==> src/rtl/fwft_stream_pkg.sv <==
// ---------------------------------------------------------------------------
// fwft_stream_pkg
// Shared constants and helpers for the FWFT-FIFO to valid/ready stream bridge.
//   BEAT_CNT_W : width of the beat-within-packet index
//   PKT_CNT_W  : width of the completed-packet counter
//   SKID_DEPTH : number of entries in the output buffer
//   OCC_W      : width needed to hold an occupancy of 0..SKID_DEPTH
// ---------------------------------------------------------------------------
package fwft_stream_pkg;

    localparam int BEAT_CNT_W = 16;
    localparam int PKT_CNT_W  = 16;
    localparam int SKID_DEPTH = 2;
    localparam int OCC_W      = 2;

    // Operation applied to the buffer on a clock edge. The encoding is
    // {push, pop}, so the two request bits can be cast straight into it.
    typedef enum logic [1:0] {
        OP_IDLE = 2'b00,
        OP_POP  = 2'b01,
        OP_PUSH = 2'b10,
        OP_BOTH = 2'b11
    } skid_op_e;

    // Advance a beat index, wrapping to zero after the last beat of a packet.
    function automatic logic [BEAT_CNT_W-1:0] next_beat(
        input logic [BEAT_CNT_W-1:0] beat,
        input logic [BEAT_CNT_W-1:0] last_idx
    );
        return (beat == last_idx) ? '0 : beat + BEAT_CNT_W'(1);
    endfunction

endpackage

==> src/rtl/stream_skid2.sv <==
// ---------------------------------------------------------------------------
// stream_skid2
// Two-entry in-order buffer sitting between the FIFO pop side and the stream
// output. Entry 0 is always the oldest word and drives the head output.
// Ports:
//   clk, rst     : clock, asynchronous active-high reset
//   i_flush      : synchronous discard of all buffered entries
//   i_push       : write i_push_data into the buffer this edge
//   i_push_data  : word being written
//   i_pop        : remove the head entry this edge
//   o_valid      : buffer holds at least one entry
//   o_full       : buffer holds SKID_DEPTH entries
//   o_head       : oldest entry
// The caller must never push when full (unless also popping) and never pop
// when empty; both are checked by assertions in simulation.
// ---------------------------------------------------------------------------
module stream_skid2
    import fwft_stream_pkg::*;
#(
    parameter int DW = 32
) (
    input  logic          clk,
    input  logic          rst,
    input  logic          i_flush,
    input  logic          i_push,
    input  logic [DW-1:0] i_push_data,
    input  logic          i_pop,
    output logic          o_valid,
    output logic          o_full,
    output logic [DW-1:0] o_head
);

    logic [OCC_W-1:0] r_occ;
    logic [DW-1:0]    r_mem0;
    logic [DW-1:0]    r_mem1;
    skid_op_e         w_op;

    assign w_op = skid_op_e'({i_push, i_pop});

    // Occupancy and storage update. A push lands in the first free slot; a pop
    // shifts entry 1 down into entry 0 so the head is always r_mem0. On a
    // simultaneous push and pop with one entry held, the new word goes straight
    // to the head; with two held, the shift and the refill of entry 1 happen
    // together. Flush only clears the occupancy, the stale words are harmless.
    always_ff @(posedge clk or posedge rst) begin
        if (rst) begin
            r_occ  <= '0;
            r_mem0 <= '0;
            r_mem1 <= '0;
        end else if (i_flush) begin
            r_occ <= '0;
        end else begin
            case (w_op)
                OP_PUSH: begin
                    if (r_occ == '0) begin
                        r_mem0 <= i_push_data;
                    end else begin
                        r_mem1 <= i_push_data;
                    end
                    r_occ <= r_occ + OCC_W'(1);
                end
                OP_POP: begin
                    r_mem0 <= r_mem1;
                    r_occ  <= r_occ - OCC_W'(1);
                end
                OP_BOTH: begin
                    if (r_occ == OCC_W'(1)) begin
                        r_mem0 <= i_push_data;
                    end else begin
                        r_mem0 <= r_mem1;
                        r_mem1 <= i_push_data;
                    end
                end
                default: begin
                end
            endcase
        end
    end

    assign o_valid = (r_occ != '0);
    assign o_full  = (r_occ == OCC_W'(SKID_DEPTH));
    assign o_head  = r_mem0;

    // Occupancy must stay within 0..SKID_DEPTH and the caller must respect
    // the empty/full flags.
    a_occ_bound: assert property (@(posedge clk) disable iff (rst)
        r_occ <= OCC_W'(SKID_DEPTH));

    a_no_underflow: assert property (@(posedge clk) disable iff (rst)
        (i_pop && !i_flush) |-> (r_occ != '0));

    a_no_overflow: assert property (@(posedge clk) disable iff (rst)
        (i_push && !i_pop && !i_flush) |-> (r_occ != OCC_W'(SKID_DEPTH)));

endmodule

==> src/rtl/fwft_stream_bridge.sv <==
// ---------------------------------------------------------------------------
// fwft_stream_bridge
// Drains a first-word-fall-through FIFO read port into a valid/ready stream,
// marking packet boundaries with m_last and counting completed packets.
// Ports:
//   clk, rst      : clock, asynchronous active-high reset
//   fifo_empty    : FIFO empty flag; fifo_rd_data is valid when low
//   fifo_rd_data  : FIFO head word
//   fifo_rd_en    : pop the FIFO head at the next rising edge
//   flush         : drop buffered beats and restart the packet beat index
//   m_valid/m_ready/m_data/m_last : output stream
//   pkt_count     : number of packets completed, wrapping at 16 bits
// Parameters:
//   DATA_WIDTH_BYTES : data width in bytes (DW = 8 * DATA_WIDTH_BYTES)
//   PKT_BEATS        : beats per packet, 1..65535
// ---------------------------------------------------------------------------
module fwft_stream_bridge
    import fwft_stream_pkg::*;
#(
    parameter int DATA_WIDTH_BYTES = 4,
    parameter int PKT_BEATS        = 8
) (
    input  logic                          clk,
    input  logic                          rst,
    input  logic                          fifo_empty,
    input  logic [8*DATA_WIDTH_BYTES-1:0] fifo_rd_data,
    output logic                          fifo_rd_en,
    input  logic                          flush,
    output logic                          m_valid,
    input  logic                          m_ready,
    output logic [8*DATA_WIDTH_BYTES-1:0] m_data,
    output logic                          m_last,
    output logic [PKT_CNT_W-1:0]          pkt_count
);

    localparam int DW = 8 * DATA_WIDTH_BYTES;
    localparam logic [BEAT_CNT_W-1:0] LAST_IDX = BEAT_CNT_W'(PKT_BEATS - 1);

    logic                  w_full;
    logic                  w_valid;
    logic [DW-1:0]         w_head;
    logic                  w_xfer;
    logic [BEAT_CNT_W-1:0] r_beat;
    logic [PKT_CNT_W-1:0]  r_pkt_count;

    // The pop decision looks only at the registered full flag, never at
    // m_ready, so the FIFO read enable has no combinational path from the
    // downstream ready. The 2-deep buffer absorbs the resulting one-cycle
    // lag and still sustains one beat per cycle.
    assign fifo_rd_en = !fifo_empty && !w_full && !flush && !rst;

    // A flush in the same cycle as a handshake wins: the beat is dropped and
    // neither the beat index nor the packet counter sees it.
    assign w_xfer = w_valid && m_ready && !flush;

    stream_skid2 #(
        .DW (DW)
    ) u_skid (
        .clk         (clk),
        .rst         (rst),
        .i_flush     (flush),
        .i_push      (fifo_rd_en),
        .i_push_data (fifo_rd_data),
        .i_pop       (w_xfer),
        .o_valid     (w_valid),
        .o_full      (w_full),
        .o_head      (w_head)
    );

    // Beat index within the current packet and the completed-packet counter.
    // Both move only on a real handshake; flush restarts the packet but keeps
    // the history of completed packets.
    always_ff @(posedge clk or posedge rst) begin
        if (rst) begin
            r_beat      <= '0;
            r_pkt_count <= '0;
        end else if (flush) begin
            r_beat <= '0;
        end else if (w_xfer) begin
            r_beat <= next_beat(r_beat, LAST_IDX);
            if (r_beat == LAST_IDX) begin
                r_pkt_count <= r_pkt_count + PKT_CNT_W'(1);
            end
        end
    end

    assign m_valid   = w_valid;
    assign m_data    = w_head;
    assign m_last    = w_valid && (r_beat == LAST_IDX);
    assign pkt_count = r_pkt_count;

endmodule

==> config.mk <==
export PLATFORM = sky130hd
export DESIGN_NAME = fwft_stream_bridge
export DESIGN_NICKNAME = d
export VERILOG_FILES = /design/src/rtl/fwft_stream_pkg.sv /design/src/rtl/stream_skid2.sv /design/src/rtl/fwft_stream_bridge.sv
export SDC_FILE = /design/constraint.sdc
export NUM_CORES = 1
export LEC_CHECK = 0
export ABC_AREA = 1
export ABC_CLOCK_PERIOD_IN_PS = 3400
export CELL_PAD_IN_SITES_DETAIL_PLACEMENT = 1
export CELL_PAD_IN_SITES_GLOBAL_PLACEMENT = 1
export CORE_MARGIN = 2
export CORE_UTILIZATION = 42
export CTS_CLUSTER_DIAMETER = 30
export DETAILED_ROUTE_END_ITERATION = 8
export PLACE_DENSITY = 0.91
export SKIP_CTS_REPAIR_TIMING = 1
export SLEW_MARGIN = 25
export SYNTH_ARGS = -nofsm -noshare
export SYNTH_HDL_FRONTEND = slang
export SYNTH_HIERARCHICAL = 1
export SYNTH_SLANG_ARGS = --single-unit
==> constraint.sdc <==
create_clock -name clk -period 3.4 [get_ports clk]
set_input_delay 0.34 -clock clk [delete_from_list [all_inputs] [get_ports clk]]
set_output_delay 0.34 -clock clk [all_outputs]
set_load 0.01 [all_outputs]
==> metrics.yaml <==
status:
  outcome: "finished, final reports clean"
sta:
  relSlewSlack_pct: 45.45
  worstMarginPinSlew_ns: 0.8171
  drv_slew: 0
  final.setup.tns_ns: 0
  setup_viol: 0
  clock-skew-final_ns: 0.004260
  post-route-period-util_pct: 78.25
  max_freq_mhz: 375.9
  setup_ws_ns: 0.7396
  period_needed_ns: 2.660
  rsz0062_at_grt: "false"
  hold_viol_final: 0
clock_network:
  cts-root-buf: "clkbuf_16"
  cts_buffers: 9
  clk_latency_ns: 0.35
  htreeDepth: 3
  cts_tree: "done"
  clockBufferDepth: 2
  cts.sinks: 98
  clkSlewWorstSetupHoldPaths_ns: 0.07
worst_setup_path:
  slowest_stage: "nand3_2"
  critPathCaptureType: "flip-flop"
  reg2regPathDepth: 10
  critPathRequiredTime_ns: 3.62
  critPathMaxFanout: 33
  cpMostUsedCell: "nand2_1"
  critPathMaxStageDelay_ns: 0.65
  critical_path_class: "reg2reg"
  rrSetupSlack_ns: 0.74
  crit_family: "simple AND/OR/NAND/NOR gates"
  r2r_start: "u_skid/r_occ[0]"
  path_depth: 10
  reg2reg_to: "u_skid/r_mem1[3]"
  cp_num_buf_inv: 3
  critPathArrivalTime_ns: 2.88
  crit_chain: "inv_1 -> ha_1 -> inv_1 -> nand2_1 -> nor2_4 -> nand2_1 -> buf_4 -> nand3_2 -> nand2_1 -> nand2_1"
  start_kind: "flip-flop"
layout:
  postLayoutCoreUtil_pct: 53.27
  layout.nets: 876
  final_layout_size_suffix_gt1_share_pct: 6.555
  n_antenna_cell: 0
  final_area_um2: 6750
  areaGrowthSynthToFinish_pct: 23.74
routing:
  first_iter_violations: 395
  avgViaCountPerCell: 5.354
  vias: 5413
  drt-total-wl_um: 17110
  avgRoutedWirePerCell_um: 16.92
  dr.pass1.iters: 4
  ant_nets: 0
  drc: 0
worst_hold_path:
  worstHoldStart: "u_skid/r_mem1[26]"
  worstHoldPathCells: 2
  hp-class: "reg2reg"
  min_to: "u_skid/r_mem1[26]"
grt:
  grt_pass1_wl_um: 29040
  grt-ovfl-total: 0
  grt_usage_pct: 25.75
  grt_pass1_vias: 5922
  antenna_found_initial: 0
  grt_max_degree: 39
yosys:
  synth_nets: 798
  synth.avg_cell_area_um2: 7.216
  syn_area_um2: 5455
  synthArstFlopShare_pct: 100.0
  ys_dominant_reg_cell: "dfrtp_1"
  synth_largest_area_cell: "dfrtp_1"
  postSynthCellCount: 756
  synth-seq-cells: 98
  synth.area.top_cells: "dfrtp_1, nand2_1, nand3_1"
  synth_top_area_share_pct: 44.95
  ys_warn_count: 6
  yosysSeqAreaShare_pct: 44.95
  synth_cell_types: 28
  synth-edff-count: 0
floorplanning:
  die_x_um: 118.0
  die_h_um: 118.0
  core_area_um2: 12670
  io_pins: 88
  dieArea_um2: 13920
  initial_core_util_pct: 43.05
  rows: 41
power:
  internal-power_w: 0.002638
  power.density_nw_per_um2: 596.6
  pwr-share-comb_pct: 32.9
  finalPower_w: 0.004027
  vdd_ir_drop_max_mv: 0.4219
  swShare_pct: 34.50
  p_leak_nw: 3.357
  p_clk_share_pct: 23.8
  sequentialPowerShare_pct: 43.3
  power.switching_w: 0.001389
place:
  place_congestion: 0.9084
  port_buffers: 87
  dp_slack_ns: 0.6372
  dp_hpwl_um: 12080
  placed_cell_area_um2: 6476
flow_run:
  cap_violations: 0
## power groups by stage
| stage | registers (W) | clock network (W) | logic, W |
|---|---|---|---|
| 3_5_place_dp | 0.00175 | 0 | 0.00132 |
| 3_3_place_gp | 0.00173 | 0 | 0.00126 |
| 2_1_floorplan | 0.00178 | 0 | 0.000611 |
| 5_1_grt | 0.00178 | 0.00105 | 0.00147 |
| 6_report | 0.00174 | 0.000960 | 0.00133 |
| 4_1_cts | 0.00174 | 0.000983 | 0.00134 |
## worst max-delay path by stage
stage / from / endpoint / slack (ns)
after floorplan: u_skid/r_occ[0] / u_skid/o_head[0] / 1.08
after global placement: flush / u_skid/r_mem1[10] / 0.85
after detailed placement: flush / u_skid/r_mem1[3] / 0.64
after CTS: u_skid/r_occ[0] / u_skid/r_mem1[3] / 0.75
after global routing: u_skid/r_occ[0] / u_skid/r_mem1[3] / 0.49
final: u_skid/r_occ[0] / u_skid/r_mem1[3] / 0.74
## worst reg2reg max path, stage by stage, from the launching register on
cell and delay (ns):
dfrtp_1 0.41, inv_1 0.10, ha_1 0.22, inv_1 0.09, nand2_1 0.13, nor2_4 0.06
nand2_1 0.10, buf_4 0.38, nand3_2 0.65, nand2_1 0.28, nand2_1 0.12
## metrics by stage
step                      instances  hold slack, ns
after floorplan                 756          0.4419
after global placement          995          0.4531
after detailed placement        995          0.4625
after CTS                      1011          0.4795
after global routing           1011          0.5082
final                          1011          0.4752
## registers in the layout (all words and copies together) (netlist names)
register	flops
pkt_count	16
r_beat	16
u_skid/o_head	32
u_skid/r_mem1	32
u_skid/r_occ	2
## final cells by class
type	instances	area (um2)
flip-flops and latches	98	2452
fillers	1631	5921
repair buffers	101	975.9
multi-input cells	521	2445
clock buffers	12	246.5
clock inverters	4	27.53
inverters	103	387.9
well taps	172	215.2
## layer usage
layer	up-vias	GRT usage (%)	part of all wire (%)
li1	2547	-	-
met1	2694	30.53	41
met2	149	46.18	52
met3	23	6.589	4.9
met4	0	6.852	1.6
met5	-	0	0
## cells in the final DEF (no fill, tap or decap), types with 6 or more instances in the layout
cell and count:
o21ai_1 6, dfrtp_1 98, xnor2_1 9, nand3_1 128
inv_1 99, nand4_1 41, nand2_2 11, nor2_1 36
clkbuf_16 9, nand2_1 258, clkdlybuf4s50_1 87, nor2_2 6
buf_4 14
## synth_stat cells (2+ instances only)
library cell	instances
nand2_1	258
nand3_2	2
o22ai_1	3
nor2_4	2
o21ai_0	4
nor2_2	6
xnor2_1	9
nand3_1	128
nand4_1	41
xor2_1	4
clkbuf_1	10
ha_1	5
nor2_1	36
inv_1	100
dfrtp_1	98
buf_2	22
inv_2	2
o21ai_1	6
nand2_2	11
## cell families (layout without fill, tap and decap cells)
kind of cell / count (synthesis) / after routing / share of synthesized area [%]
buffers and inverters: 137 / 220 / 10.23
AOI/OAI and AO/OA: 15 / 15 / 1.514
DFF: 98 / 98 / 44.95
and+or+nand+nor: 488 / 488 / 40.07
adders and majority gates: 5 / 5 / 1.147
xor gates and xnor gates: 13 / 13 / 2.087
(Power assumes the default switching activity.)
